## src/rtl/dmem_arb_pkg.sv

```systemverilog
// Shared types and constants for the data-memory arbiter.
// Holds the FSM state encoding, requester indices and default bus widths.
package dmem_arb_pkg;

  localparam int DMEM_ADDR_W = 8;
  localparam int DMEM_DATA_W = 8;

  localparam logic PORT_CPU = 1'b0;
  localparam logic PORT_DBG = 1'b1;

  typedef enum logic [1:0] {
    ST_IDLE   = 2'd0,
    ST_ACCESS = 2'd1,
    ST_RESP   = 2'd2
  } state_e;

endpackage

```

## src/rtl/dmem_arb_pick.sv

```systemverilog
// Combinational winner select for the two memory requesters.
// DMEM_ARBITER_RR_EN: round-robin on contention; otherwise the CPU port wins.
module dmem_arb_pick
  import dmem_arb_pkg::*;
(
  input  logic [1:0] req_i,
`ifdef DMEM_ARBITER_RR_EN
  input  logic       last_i,
`endif
  output logic       vld_o,
  output logic       win_o
);

  always_comb begin
    vld_o = |req_i;
    win_o = PORT_CPU;
    if (req_i == 2'b11) begin
`ifdef DMEM_ARBITER_RR_EN
      // The port that was not served last gets the slot.
      win_o = ~last_i;
`else
      win_o = PORT_CPU;
`endif
    end else if (req_i[1]) begin
      win_o = PORT_DBG;
    end
  end

endmodule

```

## src/rtl/dmem_arbiter.sv

```systemverilog
// Two-port arbiter/sequencer for the 256-byte data memory: gnt one cycle after the
// latching edge, ack the cycle after; DMEM_ARBITER_RR_EN selects round-robin contention.
module dmem_arbiter
  import dmem_arb_pkg::*;
#(
  parameter int ADDR_W = DMEM_ADDR_W,
  parameter int DATA_W = DMEM_DATA_W
) (
  input  logic              clk,
  input  logic              rst_n,
  input  logic              req0,
  input  logic              req1,
  input  logic              we0,
  input  logic              we1,
  input  logic [ADDR_W-1:0] addr0,
  input  logic [ADDR_W-1:0] addr1,
  input  logic [DATA_W-1:0] wdata0,
  input  logic [DATA_W-1:0] wdata1,
  output logic              gnt0,
  output logic              gnt1,
  output logic              ack0,
  output logic              ack1,
  output logic [DATA_W-1:0] rdata,
  output logic              mem_write,
  output logic              mem_read,
  output logic [ADDR_W-1:0] mem_addr,
  output logic [DATA_W-1:0] mem_wdata,
  input  logic [DATA_W-1:0] mem_rdata
);

  state_e            state_q;
  logic              we_q;
  logic [ADDR_W-1:0] addr_q;
  logic [DATA_W-1:0] wdata_q;
  logic              win_q;
  logic [DATA_W-1:0] rdata_q;
`ifdef DMEM_ARBITER_RR_EN
  logic              last_q;
`endif

  logic              pick_vld;
  logic              pick_win;
  logic              sel_we;
  logic [ADDR_W-1:0] sel_addr;
  logic [DATA_W-1:0] sel_wdata;

  dmem_arb_pick u_pick (
    .req_i  ({req1, req0}),
`ifdef DMEM_ARBITER_RR_EN
    .last_i (last_q),
`endif
    .vld_o  (pick_vld),
    .win_o  (pick_win)
  );

  always_comb begin
    sel_we    = we0;
    sel_addr  = addr0;
    sel_wdata = wdata0;
    if (pick_win == PORT_DBG) begin
      sel_we    = we1;
      sel_addr  = addr1;
      sel_wdata = wdata1;
    end
  end

  // RESP re-arbitrates like IDLE so back-to-back accesses run every two cycles.
  always_ff @(posedge clk or negedge rst_n) begin
    if (!rst_n) begin
      state_q <= ST_IDLE;
      we_q    <= 1'b0;
      addr_q  <= '0;
      wdata_q <= '0;
      win_q   <= PORT_CPU;
      rdata_q <= '0;
`ifdef DMEM_ARBITER_RR_EN
      last_q  <= PORT_CPU;
`endif
    end else begin
      case (state_q)
        ST_IDLE, ST_RESP: begin
          if (pick_vld) begin
            we_q    <= sel_we;
            addr_q  <= sel_addr;
            wdata_q <= sel_wdata;
            win_q   <= pick_win;
`ifdef DMEM_ARBITER_RR_EN
            last_q  <= pick_win;
`endif
            state_q <= ST_ACCESS;
          end else begin
            state_q <= ST_IDLE;
          end
        end
        ST_ACCESS: begin
          if (!we_q) begin
            rdata_q <= mem_rdata;
          end
          state_q <= ST_RESP;
        end
        default: state_q <= ST_IDLE;
      endcase
    end
  end

  // Strobes are decoded from registers only, so an async reset kills them at once.
  assign gnt0      = (state_q == ST_ACCESS) && (win_q == PORT_CPU);
  assign gnt1      = (state_q == ST_ACCESS) && (win_q == PORT_DBG);
  assign ack0      = (state_q == ST_RESP)   && (win_q == PORT_CPU);
  assign ack1      = (state_q == ST_RESP)   && (win_q == PORT_DBG);
  assign mem_write = (state_q == ST_ACCESS) &&  we_q;
  assign mem_read  = (state_q == ST_ACCESS) && !we_q;
  assign mem_addr  = addr_q;
  assign mem_wdata = wdata_q;
  assign rdata     = rdata_q;

endmodule
```

## config.mk

```make
export PLATFORM = sky130hd
export DESIGN_NAME = dmem_arbiter
export DESIGN_NICKNAME = d
export VERILOG_FILES = /design/src/rtl/dmem_arb_pkg.sv /design/src/rtl/dmem_arb_pick.sv /design/src/rtl/dmem_arbiter.sv
export SDC_FILE = /design/constraint.sdc
export NUM_CORES = 1
export LEC_CHECK = 0
export CORE_MARGIN = 2
export CORE_UTILIZATION = 41
export CTS_BUF_LIST = sky130_fd_sc_hd__clkbuf_4
export CTS_CLUSTER_DIAMETER = 100
export DETAILED_ROUTE_END_ITERATION = 10
export PLACE_DENSITY = 0.85
export SLEW_MARGIN = 40
export SYNTH_ARGS = -nofsm -noshare
export SYNTH_HDL_FRONTEND = slang
export SYNTH_SLANG_ARGS = --single-unit
```

## constraint.sdc

```tcl
create_clock -name clk -period 3.4 [get_ports clk]
set_input_delay 0.34 -clock clk [delete_from_list [all_inputs] [get_ports clk]]
set_output_delay 0.34 -clock clk [all_outputs]
set_load 0.005 [all_outputs]
```

### Yosys cells after proc, flatten, opt, wreduce, memory -nomap -nowiden

Cells that the tools add are included.
W data, S select, Z words.

* equality and inequality tests: 3
* multiplexer cells: 7
* bitwise logic cells: 2
* reduce and logical (&&, ||, !) cells: 12

Operators by type and width (number)
* $mux W8: 2
* $logic_and A1 B1 Y1: 6
* $eq A2 B2 Y1 const B: 2
* $mux W1: 4
* $pmux W2 S2: 1
* $reduce_and A2 Y1: 2
* $reduce_or A2 Y1: 2
* $eq A2 B1 Y1 const B: 1
* $logic_not A2 Y1: 1
* $not A1 Y1: 2
* $logic_not A1 Y1: 1

* bits in registers: 28
* bits of input ports: 46
* output and inout port bits: 30
* logic and storage cells: 30

### Longest topological paths before layout

* depth after elaboration: 3
* depth in mapped cells: 5
* mapped depth without buffers: 3

### Modules after synthesis

From an unflattened synthesis, not the netlist that was laid out.

* cell total of the unflattened synthesis: 86
* area, all modules: 1371.3 µm²

By module, submodules not included
* dmem_arbiter: instances 1, cells each 84, area an instance 1358.8 µm², seq. area each 700.7 µm²
* dmem_arb_pick: instances 1, cells each 2, area an instance 12.5 µm², seq. area each 0.0 µm²

### Worst setup path before layout

OpenSTA, ideal clock, no wires.

* path type: reg2out
* start point: reg state_q[0]
* end point: out ack1
* arrival time: 920 ps
* data required time: 3060 ps
* setup slack: 2140 ps
* cell stages (with the launch flop): 5
* path buffers: 2
* path through: dfrtp_1 buf_4 inv_2 buf_2 and3_1

* word-level cells in the longest chain between the ends: 2

RTL lines
* start, declared: RTL line dmem_arbiter.sv:31 `state_e state_q;`
* start signal, assigned: RTL line dmem_arbiter.sv:70 `state_q <= ST_IDLE;`
* start signal, assigned: RTL line dmem_arbiter.sv:90 `state_q <= ST_ACCESS;`
* start signal, assigned: RTL line dmem_arbiter.sv:92 `state_q <= ST_IDLE;`
* $eq A2 B2 Y1: RTL line dmem_arbiter.sv:110 `assign ack1 = (state_q == ST_RESP) && (win_q == PORT_DBG);`
* $logic_and A1 B1 Y1: RTL line dmem_arbiter.sv:110
* end, declared: RTL line dmem_arbiter.sv:22 `output logic ack1,`

Every way passes these cells.

### Worst setup path after layout

* start point: reg state_q[0]
* end point: out mem_read

* word-level cells in the longest chain between the ends: 2

RTL lines
* $eq A2 B1 Y1: RTL line dmem_arbiter.sv:112 `assign mem_read = (state_q == ST_ACCESS) && !we_q;`
* $logic_and A1 B1 Y1: RTL line dmem_arbiter.sv:112
* end, declared: RTL line dmem_arbiter.sv:25 `output logic mem_read,`

Every way passes these cells.

==> flow_summary.yaml <==
critical_path:
  critical_path_class: "flip-flop to output pin"
  arrival_ns: 2.20
  cp.required_ns: 3.06
  start_kind: "flip-flop"
  startpoint: "state_q[0]"
  endpoint_kind: "output pin"
  reg2regPathDepth: 4
  crit_fanout: 21
  r2r_slack_ns: 1.60
  worstReg2RegStart: "state_q[0]"
grt:
  grt_pass1_vias: 1259
  grt_overflow: 0
  antenna_found_initial: 0
  grt_pass1_wl_microns: 5768
  grt_start_max_net_pins: 29
  grt.total_usage: 0.1820
synthesis:
  mappedNetlistArea_sq_mm: 0.001424
  ys_warn_count: 0
  yosysTopAreaCell: "dfrtp_1"
  ys_async_sr_fraction: 1.000
  synth_nets: 175
  synth_edf_count: 0
  syn_inst: 129
  synth_area_leaders: "dfrtp_1, nor2_1, a211oi_2"
  synth.ff_latch_count: 28
  synth.avg_cell_area_sq_um: 11.04
  synth_top_area_frac: 0.4921
  ys_seq_area_frac: 0.4921
  netlist-cell-type-count: 21
  ys.flop_type: "dfrtp_1"
timing:
  setup_viol: 0
  slew_headroom: 0.4581
  rsz0062_at_grt: "false"
  fmax_mhz: 394.4
  fin_skew_ns: 0.009116
  fin_crit_sh: 0.7458
  fin_tns_setup_ns: 0
  period_minus_slack_ns: 2.536
  drv_slew: 0
  worstMarginPinSlew_ns: 0.8129
  hold_viol: 0
cells_and_area:
  instances_no_fill: 246
  diodes: 0
  syn_to_final_growth_pct: 56.50
  drive_gt1_frac: 0.1800
  layout.nets: 247
  final_area_sq_mm: 0.002228
pwr:
  seqPwrFrac: 0.433
  ir_worst_vdd_mv: 0.2278
  clockPowerShare: 0.191
  intPower_w: 0.0008387
  powerDensity_mw_per_mm2: 521.7
  power_leakage_nw: 0.8624
  p_sw_frac: 0.2785
  power.total_w: 0.001162
  comb_power_share: 0.376
  switching_power_w: 0.0003238
floorplanning:
  initial_utilization: 0.4267
  die_h_microns: 62.93
  coreArea_sq_mm: 0.003337
  die_w_microns: 62.93
  pin_count: 76
  die_area_sq_mm: 0.003960
  rows: 21
clock_tree:
  clk_latency_ns: 0.34
  htree_num_levels: 1
  tritoncts: "yes"
  ctsHoldBuffers: 0
  cts_setup_buffers: 0
  cts.clk_slew.worst_paths_ns: 0.16
  cts_buffer_depth: 2
  clock_sinks: 28
  cts_buffers: 3
  cts_root_buffer: "clkbuf_4"
  cts.repair.resized: 0
routing:
  vias_per_cell: 5.073
  antenna_left: 0
  drc_errors: 0
  routed_wl_microns: 3653
  vias: 1248
  drtPass1Iterations: 4
  wl_per_cell_microns: 14.85
  drt_iter0_markers: 22
place:
  placed_cells: 241
  dp_hpwl_microns: 2686
  placed_area_sq_mm: 0.002163
  globalplace.congestion: 0.8028
  io_buffers: 75
status:
  outcome: "complete, no violations"
flow_run:
  max_cap_viol_count: 0
worst_hold_path:
  hp-class: "input pin to async pin"
routing by layer:
layer,vias to the layer above,track usage,wire [microns]
met3,6,0.04685,247
met5,-,0,0
met2,50,0.3218,1794
met1,593,0.2171,1546
li1,599,-,-
met4,0,0.05000,65
metrics by stage:
stage / util / setup WS, ns / hold WS [ns]
2_1_floorplan: - / 2.140 / 0.04441
3_3_place_gp: 0.6483 / 1.289 / 0.4901
3_5_place_dp: 0.6483 / 1.236 / 0.4953
4_1_cts: 0.6640 / 0.8370 / 0.3591
5_1_grt: 0.6678 / 0.6729 / 0.3563
6_report: 0.6678 / 0.8644 / 0.3470
critical path, cell delays in order, from the launching register on:
cell and delay, ns:
dfrtp_1 0.79, nand2b_1 0.23, nor2_4 0.27, clkdlybuf4s50_1 0.57
final timing paths:
path / to
setup / recovery: mem_read
hold / removal: mem_addr[5]
setup reg to reg: mem_addr[0]
hold reg to reg: rdata[4]
max in group asynchronous: mem_wdata[1]
min in group clk: rdata[4]
sequential cells by signal (all words and copies together), names as in the netlist:
| register | cells |
|---|---|
| mem_wdata | 8 |
| we_q | 1 |
| win_q | 1 |
| state_q | 2 |
| mem_addr | 8 |
| rdata | 8 |
synthesized netlist by cell type, types with 2 or more instances:
master and n:
o22ai_2 8, buf_4 4, buf_2 3, o22ai_1 8, nor2_1 35, a211oi_1 7, mux2_2 8, a21oi_1 2
and2_1 3, buf_6 3, nand2b_1 2, a211oi_2 10, dfrtp_1 28
layout by cell type, fill, tap and decap left out:
cell and instances:
nor2_1 35, o22ai_1 8, nor3b_1 1, inv_1 1
nor2_4 1, inv_2 1, o22ai_2 8, and2_1 3
buf_4 2, a211oi_2 10, and3_1 1, clkbuf_4 3
or2_1 1, a211oi_1 7, bufinv_16 1, a21oi_2 1
nor2b_4 1, dfrtp_1 28, a21oi_1 2, mux2_2 8
nand2b_1 2, clkdlybuf4s50_1 75
layout make-up:
type / count / area [sq um]
timing repair buffer: 77 / 765.7
fill: 268 / 1109
multi-input combinational: 89 / 644.4
inverter: 2 / 7.507
clock inverter: 1 / 30.03
sequential: 28 / 700.7
clock buffer: 3 / 22.52
tap: 46 / 57.56
logic make-up after synthesis:
family | after synthesis | synth area share
buffers and inverters | 12 | 0.06062
AOI/OAI and AO/OA | 36 | 0.2434
muxes | 8 | 0.06327
DFF | 28 | 0.4921
and+or+nand+nor | 45 | 0.1406
power groups by stage:
stage               sequential [W]  clock [W]  combinational (W)
floorplan                 0.000499          0           0.000173
global placement          0.000503          0           0.000428
detailed placement        0.000507          0           0.000440
CTS                       0.000503   0.000222           0.000442
global route              0.000516   0.000238           0.000467
finish                    0.000503   0.000222           0.000438
Note: power is estimated with default switching activity, not from simulation.
